`config.mk`:
```
export PLATFORM = sky130hd
export DESIGN_NAME = exmem_skid_reg
export DESIGN_NICKNAME = d
export VERILOG_FILES = /design/src/rtl/exmem_skid_reg.sv
export SDC_FILE = /design/constraint.sdc
export NUM_CORES = 1
export LEC_CHECK = 0
export ABC_CLOCK_PERIOD_IN_PS = 9400
export CORE_ASPECT_RATIO = 0.75
export CORE_UTILIZATION = 60
export DETAILED_ROUTE_END_ITERATION = 10
export DONT_BUFFER_PORTS = 1
export PLACE_DENSITY = 0.76
export SYNTH_ARGS = -nofsm -noshare
export SYNTH_HDL_FRONTEND = slang
export SYNTH_SLANG_ARGS = --single-unit
```
`constraint.sdc`:
```
create_clock -name clk_i -period 9.4 [get_ports clk_i]
set_input_delay 1.88 -clock clk_i [delete_from_list [all_inputs] [get_ports clk_i]]
set_output_delay 1.88 -clock clk_i [all_outputs]
set_load 0.02 [all_outputs]
```
`src/rtl/exmem_skid_reg.sv`:
```
// EX/MEM stage register with valid/ready handshake and a two-entry skid buffer; one-cycle latency.
// in_ready_o depends only on registered state plus start/flush, so back-pressure never forms a combinational path.
module exmem_skid_reg #(
  parameter int DATA_W = 69,
  parameter int CTRL_W = 4,
  parameter int CNT_W  = 16
) (
  input  logic              clk_i,
  input  logic              rst_i,
  input  logic              start_i,
  input  logic              flush_i,
  input  logic              in_valid_i,
  output logic              in_ready_o,
  input  logic [DATA_W-1:0] data_i,
  input  logic [CTRL_W-1:0] ctrl_i,
  output logic              out_valid_o,
  input  logic              out_ready_i,
  output logic [DATA_W-1:0] data_o,
  output logic [CTRL_W-1:0] ctrl_o,
  output logic [CNT_W-1:0]  stall_cnt_o
);

  typedef enum logic [1:0] {
    S_EMPTY = 2'd0,
    S_FULL  = 2'd1,
    S_SKID  = 2'd2
  } state_e;

  state_e            state_q, state_d;
  logic [DATA_W-1:0] main_data_q, main_data_d;
  logic [CTRL_W-1:0] main_ctrl_q, main_ctrl_d;
  logic [DATA_W-1:0] skid_data_q, skid_data_d;
  logic [CTRL_W-1:0] skid_ctrl_q, skid_ctrl_d;
  logic [CNT_W-1:0]  stall_cnt_q, stall_cnt_d;

  logic run;
  logic accept;
  logic pop;

  assign run         = start_i && !flush_i;
  assign in_ready_o  = run && (state_q != S_SKID);
  assign out_valid_o = run && (state_q != S_EMPTY);
  assign accept      = in_valid_i && in_ready_o;
  assign pop         = out_valid_o && out_ready_i;

  always_comb begin
    state_d     = state_q;
    main_data_d = main_data_q;
    main_ctrl_d = main_ctrl_q;
    skid_data_d = skid_data_q;
    skid_ctrl_d = skid_ctrl_q;
    // Flush clears only the valid state; payload registers keep their contents.
    if (flush_i) begin
      state_d = S_EMPTY;
    end else if (start_i) begin
      case (state_q)
        S_EMPTY: begin
          if (accept) begin
            state_d     = S_FULL;
            main_data_d = data_i;
            main_ctrl_d = ctrl_i;
          end
        end
        S_FULL: begin
          if (accept && pop) begin
            main_data_d = data_i;
            main_ctrl_d = ctrl_i;
          end else if (accept) begin
            state_d     = S_SKID;
            skid_data_d = data_i;
            skid_ctrl_d = ctrl_i;
          end else if (pop) begin
            state_d = S_EMPTY;
          end
        end
        S_SKID: begin
          if (pop) begin
            state_d     = S_FULL;
            main_data_d = skid_data_q;
            main_ctrl_d = skid_ctrl_q;
          end
        end
        default: state_d = S_EMPTY;
      endcase
    end
  end

  always_comb begin
    stall_cnt_d = stall_cnt_q;
    if (out_valid_o && !out_ready_i && (stall_cnt_q != {CNT_W{1'b1}})) begin
      stall_cnt_d = stall_cnt_q + {{(CNT_W-1){1'b0}}, 1'b1};
    end
  end

  always_ff @(posedge clk_i or posedge rst_i) begin
    if (rst_i) begin
      state_q     <= S_EMPTY;
      main_data_q <= '0;
      main_ctrl_q <= '0;
      skid_data_q <= '0;
      skid_ctrl_q <= '0;
      stall_cnt_q <= '0;
    end else begin
      state_q     <= state_d;
      main_data_q <= main_data_d;
      main_ctrl_q <= main_ctrl_d;
      skid_data_q <= skid_data_d;
      skid_ctrl_q <= skid_ctrl_d;
      stall_cnt_q <= stall_cnt_d;
    end
  end

  assign data_o      = main_data_q;
  assign ctrl_o      = out_valid_o ? main_ctrl_q : '0;
  assign stall_cnt_o = stall_cnt_q;

endmodule

```
After elaboration in Yosys (flattened, before gate mapping)

Cells that the tools add are included.
Widths: inputs -> output; s select.

Reduce and logical (&&, ||, !) cells: 17
Multiplexer cells: 17
Eq/ne operators: 11
Add/sub/neg operators: 1
Bitwise gates (word level): 2

Operators with widths:

| operator              | number |
|---|---|
| $mux 69               | 3 |
| $pmux 69 s3           | 1 |
| $add 16x1->16 const B | 1 |
| $mux 4                | 4 |
| $ne 16x16->1 const B  | 1 |
| $mux 2                | 7 |
| $pmux 4 s3            | 1 |
| $reduce_and 5->1      | 2 |
| $ne 3x3->1 const B    | 3 |
| $logic_and 1x1->1     | 8 |
| $ne 2x2->1 const B    | 4 |
| $pmux 2 s3            | 1 |
| $reduce_and 6->1      | 1 |
| $ne 4x4->1 const B    | 1 |
| $reduce_bool 2->1     | 2 |
| $reduce_bool 3->1     | 1 |
| $eq 2x1->1 const B    | 1 |
| $eq 2x2->1 const B    | 1 |
| $logic_not 1->1       | 2 |
| $logic_not 2->1       | 1 |
| $not 1->1             | 2 |

Input bits: 79
Word-level logic and storage cells: 54
Register bits after elaboration: 164
Output and inout bits: 91

Depth between registers and ports, before layout

Depth in word-level cells: 10
Depth in mapped cells: 8
Mapped depth without buffers: 6

Worst setup path after synthesis

OpenSTA, ideal clock, no wires.

Path type: input to output
Start point: input port flush_i
End point: output port ctrl_o[0]
Data arrival time: 2756 ps
Stages on the path: 3
Path slack: 4764 ps
Buffers on the path: 0
Cells stage by stage: nand2b_1 -> nor2_1 -> and2_1

Longest elaborated chain between the ends: 4

RTL lines:

| item                  | RTL line | RTL |
|---|---|---|
| start: declaration    | 11       | `input logic flush_i,` |
| $logic_not 1->1       | 40       | `assign run = start_i && !flush_i;` |
| $logic_and 1x1->1     | 40       |  |
| $logic_and 1x1->1     | 42       | `assign out_valid_o = run && (state_q != S_EMPTY);` |
| named net out_valid_o | 16       | `output logic out_valid_o,` |
| $mux 4                | 114      | `assign ctrl_o = out_valid_o ? main_ctrl_q : '0;` |
| end: declaration      | 19       | `output logic [CTRL_W-1:0] ctrl_o,` |

The timed path passes the listed nets, and every way through them passes these cells.

Final worst setup path

Start point: input port flush_i
End point: output port ctrl_o[3]

The elaborated chain is that of the path after synthesis.

==> Flow_metrics.wiki <==
{| class="wikitable"
! Metric !! Value
|-
| Run status || complete, no violations
|-
| Part of the Yosys area used for sequential elements || a little under three fifths
|-
| Clock tree from TritonCTS || built
|-
| Buffers inserted by post-CTS timing repair || 0
|-
| Post-cts gate resize count || 0
|-
| Number of sinks handled by clock tree synthesis || 164
|-
| Area share of the largest cell type after synthesis || 55.7%
|-
| Max-slew violation count || 0
|-
| PD cells || 239 mW/mm2
|-
| Post-synth ARST share || 100%
|-
| Layout Area Growth over Synthesis || 7.50%
|-
| Crit path capture type || output port
|-
| Number of synthesized flops with an enable pin || 0
|-
| Post-Route Skew || 10.7 ps
|-
| Number of global-route vias before repair || 4564
|-
| Final weighted congestion of routability-driven global placement || 0.731
|-
| Total number of yosys warnings || 0
|-
| Most area-hungry cell type in the Yosys netlist || sky130_fd_sc_hd__dfrtp_1
|-
| Net Count, Synth || around 650
|-
| Mean area per synthesized cell || 13.0 um2
|-
| Final critical path time including I/O delays and setup || 4910 ps
|-
| Clock-pin slew on the worst setup and hold paths || 70 ps
|-
| Number of fillers in the final layout || around 850
|-
| Cell count of the worst hold path || 1
|-
| Die height || 98.0 um
|-
| Largest driver fanout on the critical path || 5
|-
| Total grt overflow || 0
|-
| Post-Syn Instances || around 570
|-
| Cell at the root of the clock tree || sky130_fd_sc_hd__clkbuf_16
|-
| Final design utilization || 67.2%
|-
| Total non-filler cell area in the finished layout || 0.00792 mm2
|-
| Cts hold-fix bufs || 0
|-
| Global-route wire length before repair || 23400 um
|-
| Worst endpoint required time || 7520 ps
|-
| Hold Violations, Final || 0
|-
| Post-Place Setup Slack || 4510 ps
|-
| Floorplan row count || 34
|-
| Worst IR drop on VDD || ~220 uV
|-
| Largest cells by area after synthesis || sky130_fd_sc_hd__dfrtp_1 56%, sky130_fd_sc_hd__mux2_4 14%, sky130_fd_sc_hd__mux2i_1 10%
|-
| Maximum operating frequency || between 200 and 250 MHz
|-
| DR iter-0 viols || 230
|-
| Clock buffer depth || 2
|-
| Maximum Capacitance Violations || 0
|-
| FF+latch count, synth || 164
|-
| ANT nets after route || 0
|-
| Insertion delay to the later sink of the worst-skew pair || 410 ps
|-
| First-pass iteration count of the detailed router || 4
|-
| Stage delay of the slowest cell on the critical path || roughly 560 ps
|-
| Cell breakdown of the critical path || nand2b_1, nor2_1, and2_1
|-
| Core Area || 0.0118 mm2
|-
| Worst slew margin relative to its limit || 40.9%
|-
| Vias after detailed routing || 4203
|-
| Post-synth design cell area || approximately 0.0074 mm2
|-
| Detailed placer's ending HPWL || approximately 9300 um
|-
| Leakage || about 0.0043 uW
|-
| Post-synthesis cell type count || 33
|-
| RSZ-0062 raised after global routing || no
|-
| Port bufs || 0
|-
| Fraction of final layout cells with drive strength greater than 1 || 20.7%
|-
| Number of antenna repair diodes || 0
|-
| Arr. time, crit path || 3030 ps
|-
| DIE AREA || 0.0127 mm2
|-
| Period Utilization, post-route || 52.2%
|-
| WL per Instance || 19.4 um
|-
| Logic depth of the worst register-to-register path || 5
|-
| Launching element type of the critical path || primary input
|-
| Cell at the slowest stage of the critical path || sky130_fd_sc_hd__nor2_1
|-
| Most frequently used flop master after synthesis || sky130_fd_sc_hd__dfrtp_1
|-
| Setup CP Type || in -> out
|-
| Total I/O pin count || 170
|-
| Horizontal die dimension || around 130 um
|-
| Post-route DRC || 0
|-
| Routed vias/inst || approximately 5.7
|-
| H-Tree Level Count || 4
|-
| Setup-failing EPs final || 0
|-
| Final setup slack of the worst path || 4490 ps
|-
| Global Route Usage Sum || 23.8%
|-
| Effective utilization at floorplan || 62.6%
|-
| Post-layout power || 1900 uW
|-
| Number of nets in the layout || 638
|-
| Slew at the pin with the worst max-slew slack || 886 ps
|-
| Maximum number of pins on one net before global-route repair || 93
|-
| Final TNS setup || 0 ps
|-
| Initial antenna violation count || 0
|-
| Worst hold path type || reg -> reg
|-
| Number of clock buffers inserted by TritonCTS || 17
|-
| Total detailed-routing wirelength || 14200 um
|-
| Post-placement cell area || 0.00732 mm2
|-
| Footprint of the flip-flops and latches || 0.00410 mm2
|-
| Footprint of the multi-input gates || 0.00297 mm2
|}
## registers in the layout, indices dropped and copies added (netlist names)
signal	count
skid_ctrl_q	4
state_q	2
skid_data_q	69
data_o	69
main_ctrl_q	4
stall_cnt_o	16
## per-layer routing
| metal | global-route usage [%] | part of all wire (%) |
|---|---|---|
| met5 | 0 | 0 |
| met3 | 9.37 | 9.2 |
| met2 | 36.0 | 46 |
| met4 | 7.51 | 1.5 |
| met1 | 31.5 | 44 |
## kinds of logic (layout without fill, tap and decap cells)
logic type / after synthesis / count (layout) / share of synthesized area (%)
AOI/OAI and AO/OA: 83 / 83 / 5.79
xor gates and xnor gates: 12 / 12 / 1.43
adders and majority gates: 1 / 1 / 0.170
buffers and inverters: 36 / 38 / 4.24
DFF: 164 / 164 / 55.7
muxes: 151 / 151 / 25.4
and+or+nand+nor: 122 / 122 / 7.33
## final cells by class
cell class | instances | area share (%)
clock buffers | 19 | 5.72
repair buffers | 4 | 0.379
flip-flops and latches | 164 | 51.8
clock inverters | 13 | 1.86
well taps | 162 | 2.56
multi-input cells | 369 | 37.5
inverters | 2 | 0.158
## cell usage after synthesis (2+ instances only)
library cell / count
sky130_fd_sc_hd__and2_1: 4
sky130_fd_sc_hd__nand2b_1: 3
sky130_fd_sc_hd__xnor2_1: 7
sky130_fd_sc_hd__buf_2: 9
sky130_fd_sc_hd__dfrtp_1: 164
sky130_fd_sc_hd__o21ai_0: 35
sky130_fd_sc_hd__xor2_1: 5
sky130_fd_sc_hd__mux2_2: 5
sky130_fd_sc_hd__o21ai_1: 40
sky130_fd_sc_hd__mux2_4: 70
sky130_fd_sc_hd__buf_12: 7
sky130_fd_sc_hd__nand3_1: 5
sky130_fd_sc_hd__clkbuf_1: 11
sky130_fd_sc_hd__nand2_1: 80
sky130_fd_sc_hd__nand4_1: 9
sky130_fd_sc_hd__nor2_1: 9
sky130_fd_sc_hd__buf_6: 7
sky130_fd_sc_hd__a21oi_1: 5
sky130_fd_sc_hd__nor3_1: 4
sky130_fd_sc_hd__inv_1: 2
sky130_fd_sc_hd__mux2i_1: 75
sky130_fd_sc_hd__and4_1: 2
## worst paths after layout
path	from	to	slack, ps
max in group asynchronous	rst_i	data_o[53]	6480
hold / removal	skid_data_q[36]	skid_data_q[36]	510
setup reg to reg	state_q[1]	data_o[52]	6820
setup / recovery	flush_i	ctrl_o[3]	4490
hold reg to reg	skid_data_q[36]	skid_data_q[36]	510
min in group asynchronous	rst_i	data_o[41]	1490
## cells in the final DEF, fill, tap and decap left out, types with 2 or more instances in the layout
cell	n
sky130_fd_sc_hd__nand2_1	80
sky130_fd_sc_hd__clkbuf_8	2
sky130_fd_sc_hd__clkinv_2	2
sky130_fd_sc_hd__nor3_1	4
sky130_fd_sc_hd__and4_1	2
sky130_fd_sc_hd__o21ai_0	35
sky130_fd_sc_hd__mux2i_1	75
sky130_fd_sc_hd__mux2_4	70
sky130_fd_sc_hd__buf_4	4
sky130_fd_sc_hd__inv_6	4
sky130_fd_sc_hd__clkinv_4	2
sky130_fd_sc_hd__and2_1	4
sky130_fd_sc_hd__xnor2_1	7
sky130_fd_sc_hd__xor2_1	5
sky130_fd_sc_hd__dfrtp_1	164
sky130_fd_sc_hd__nand4_1	9
sky130_fd_sc_hd__clkinvlp_4	3
sky130_fd_sc_hd__a21oi_1	5
sky130_fd_sc_hd__nand2b_1	2
sky130_fd_sc_hd__clkbuf_16	17
sky130_fd_sc_hd__nor2_1	9
sky130_fd_sc_hd__nand3_1	5
sky130_fd_sc_hd__mux2_2	5
sky130_fd_sc_hd__bufinv_16	2
sky130_fd_sc_hd__o21ai_1	40
## worst max-delay path, delay by kind of cell
kind,cells,cell delay [ps]
AND/OR/NAND/NOR,3,1150
## report_power, final
| group | internal [uW] | total, uW | switching, uW | leakage, uW |
|---|---|---|---|---|
| clock network | 410 | 696 | 286 | 0.000288 |
| registers | 831 | 1010 | 175 | 0.00212 |
| logic | 114 | 196 | 82.0 | 0.00192 |
## metrics by stage
| stage | instances | hold WS [ps] |
|---|---|---|
| after floorplan | 569 | 442 |
| after global placement | 701 | 458 |
| after detailed placement | 701 | 493 |
| after CTS | 733 | 507 |
| after global routing | 733 | 528 |
| final | 733 | 509 |
Power figures use the tool's default switching activity.
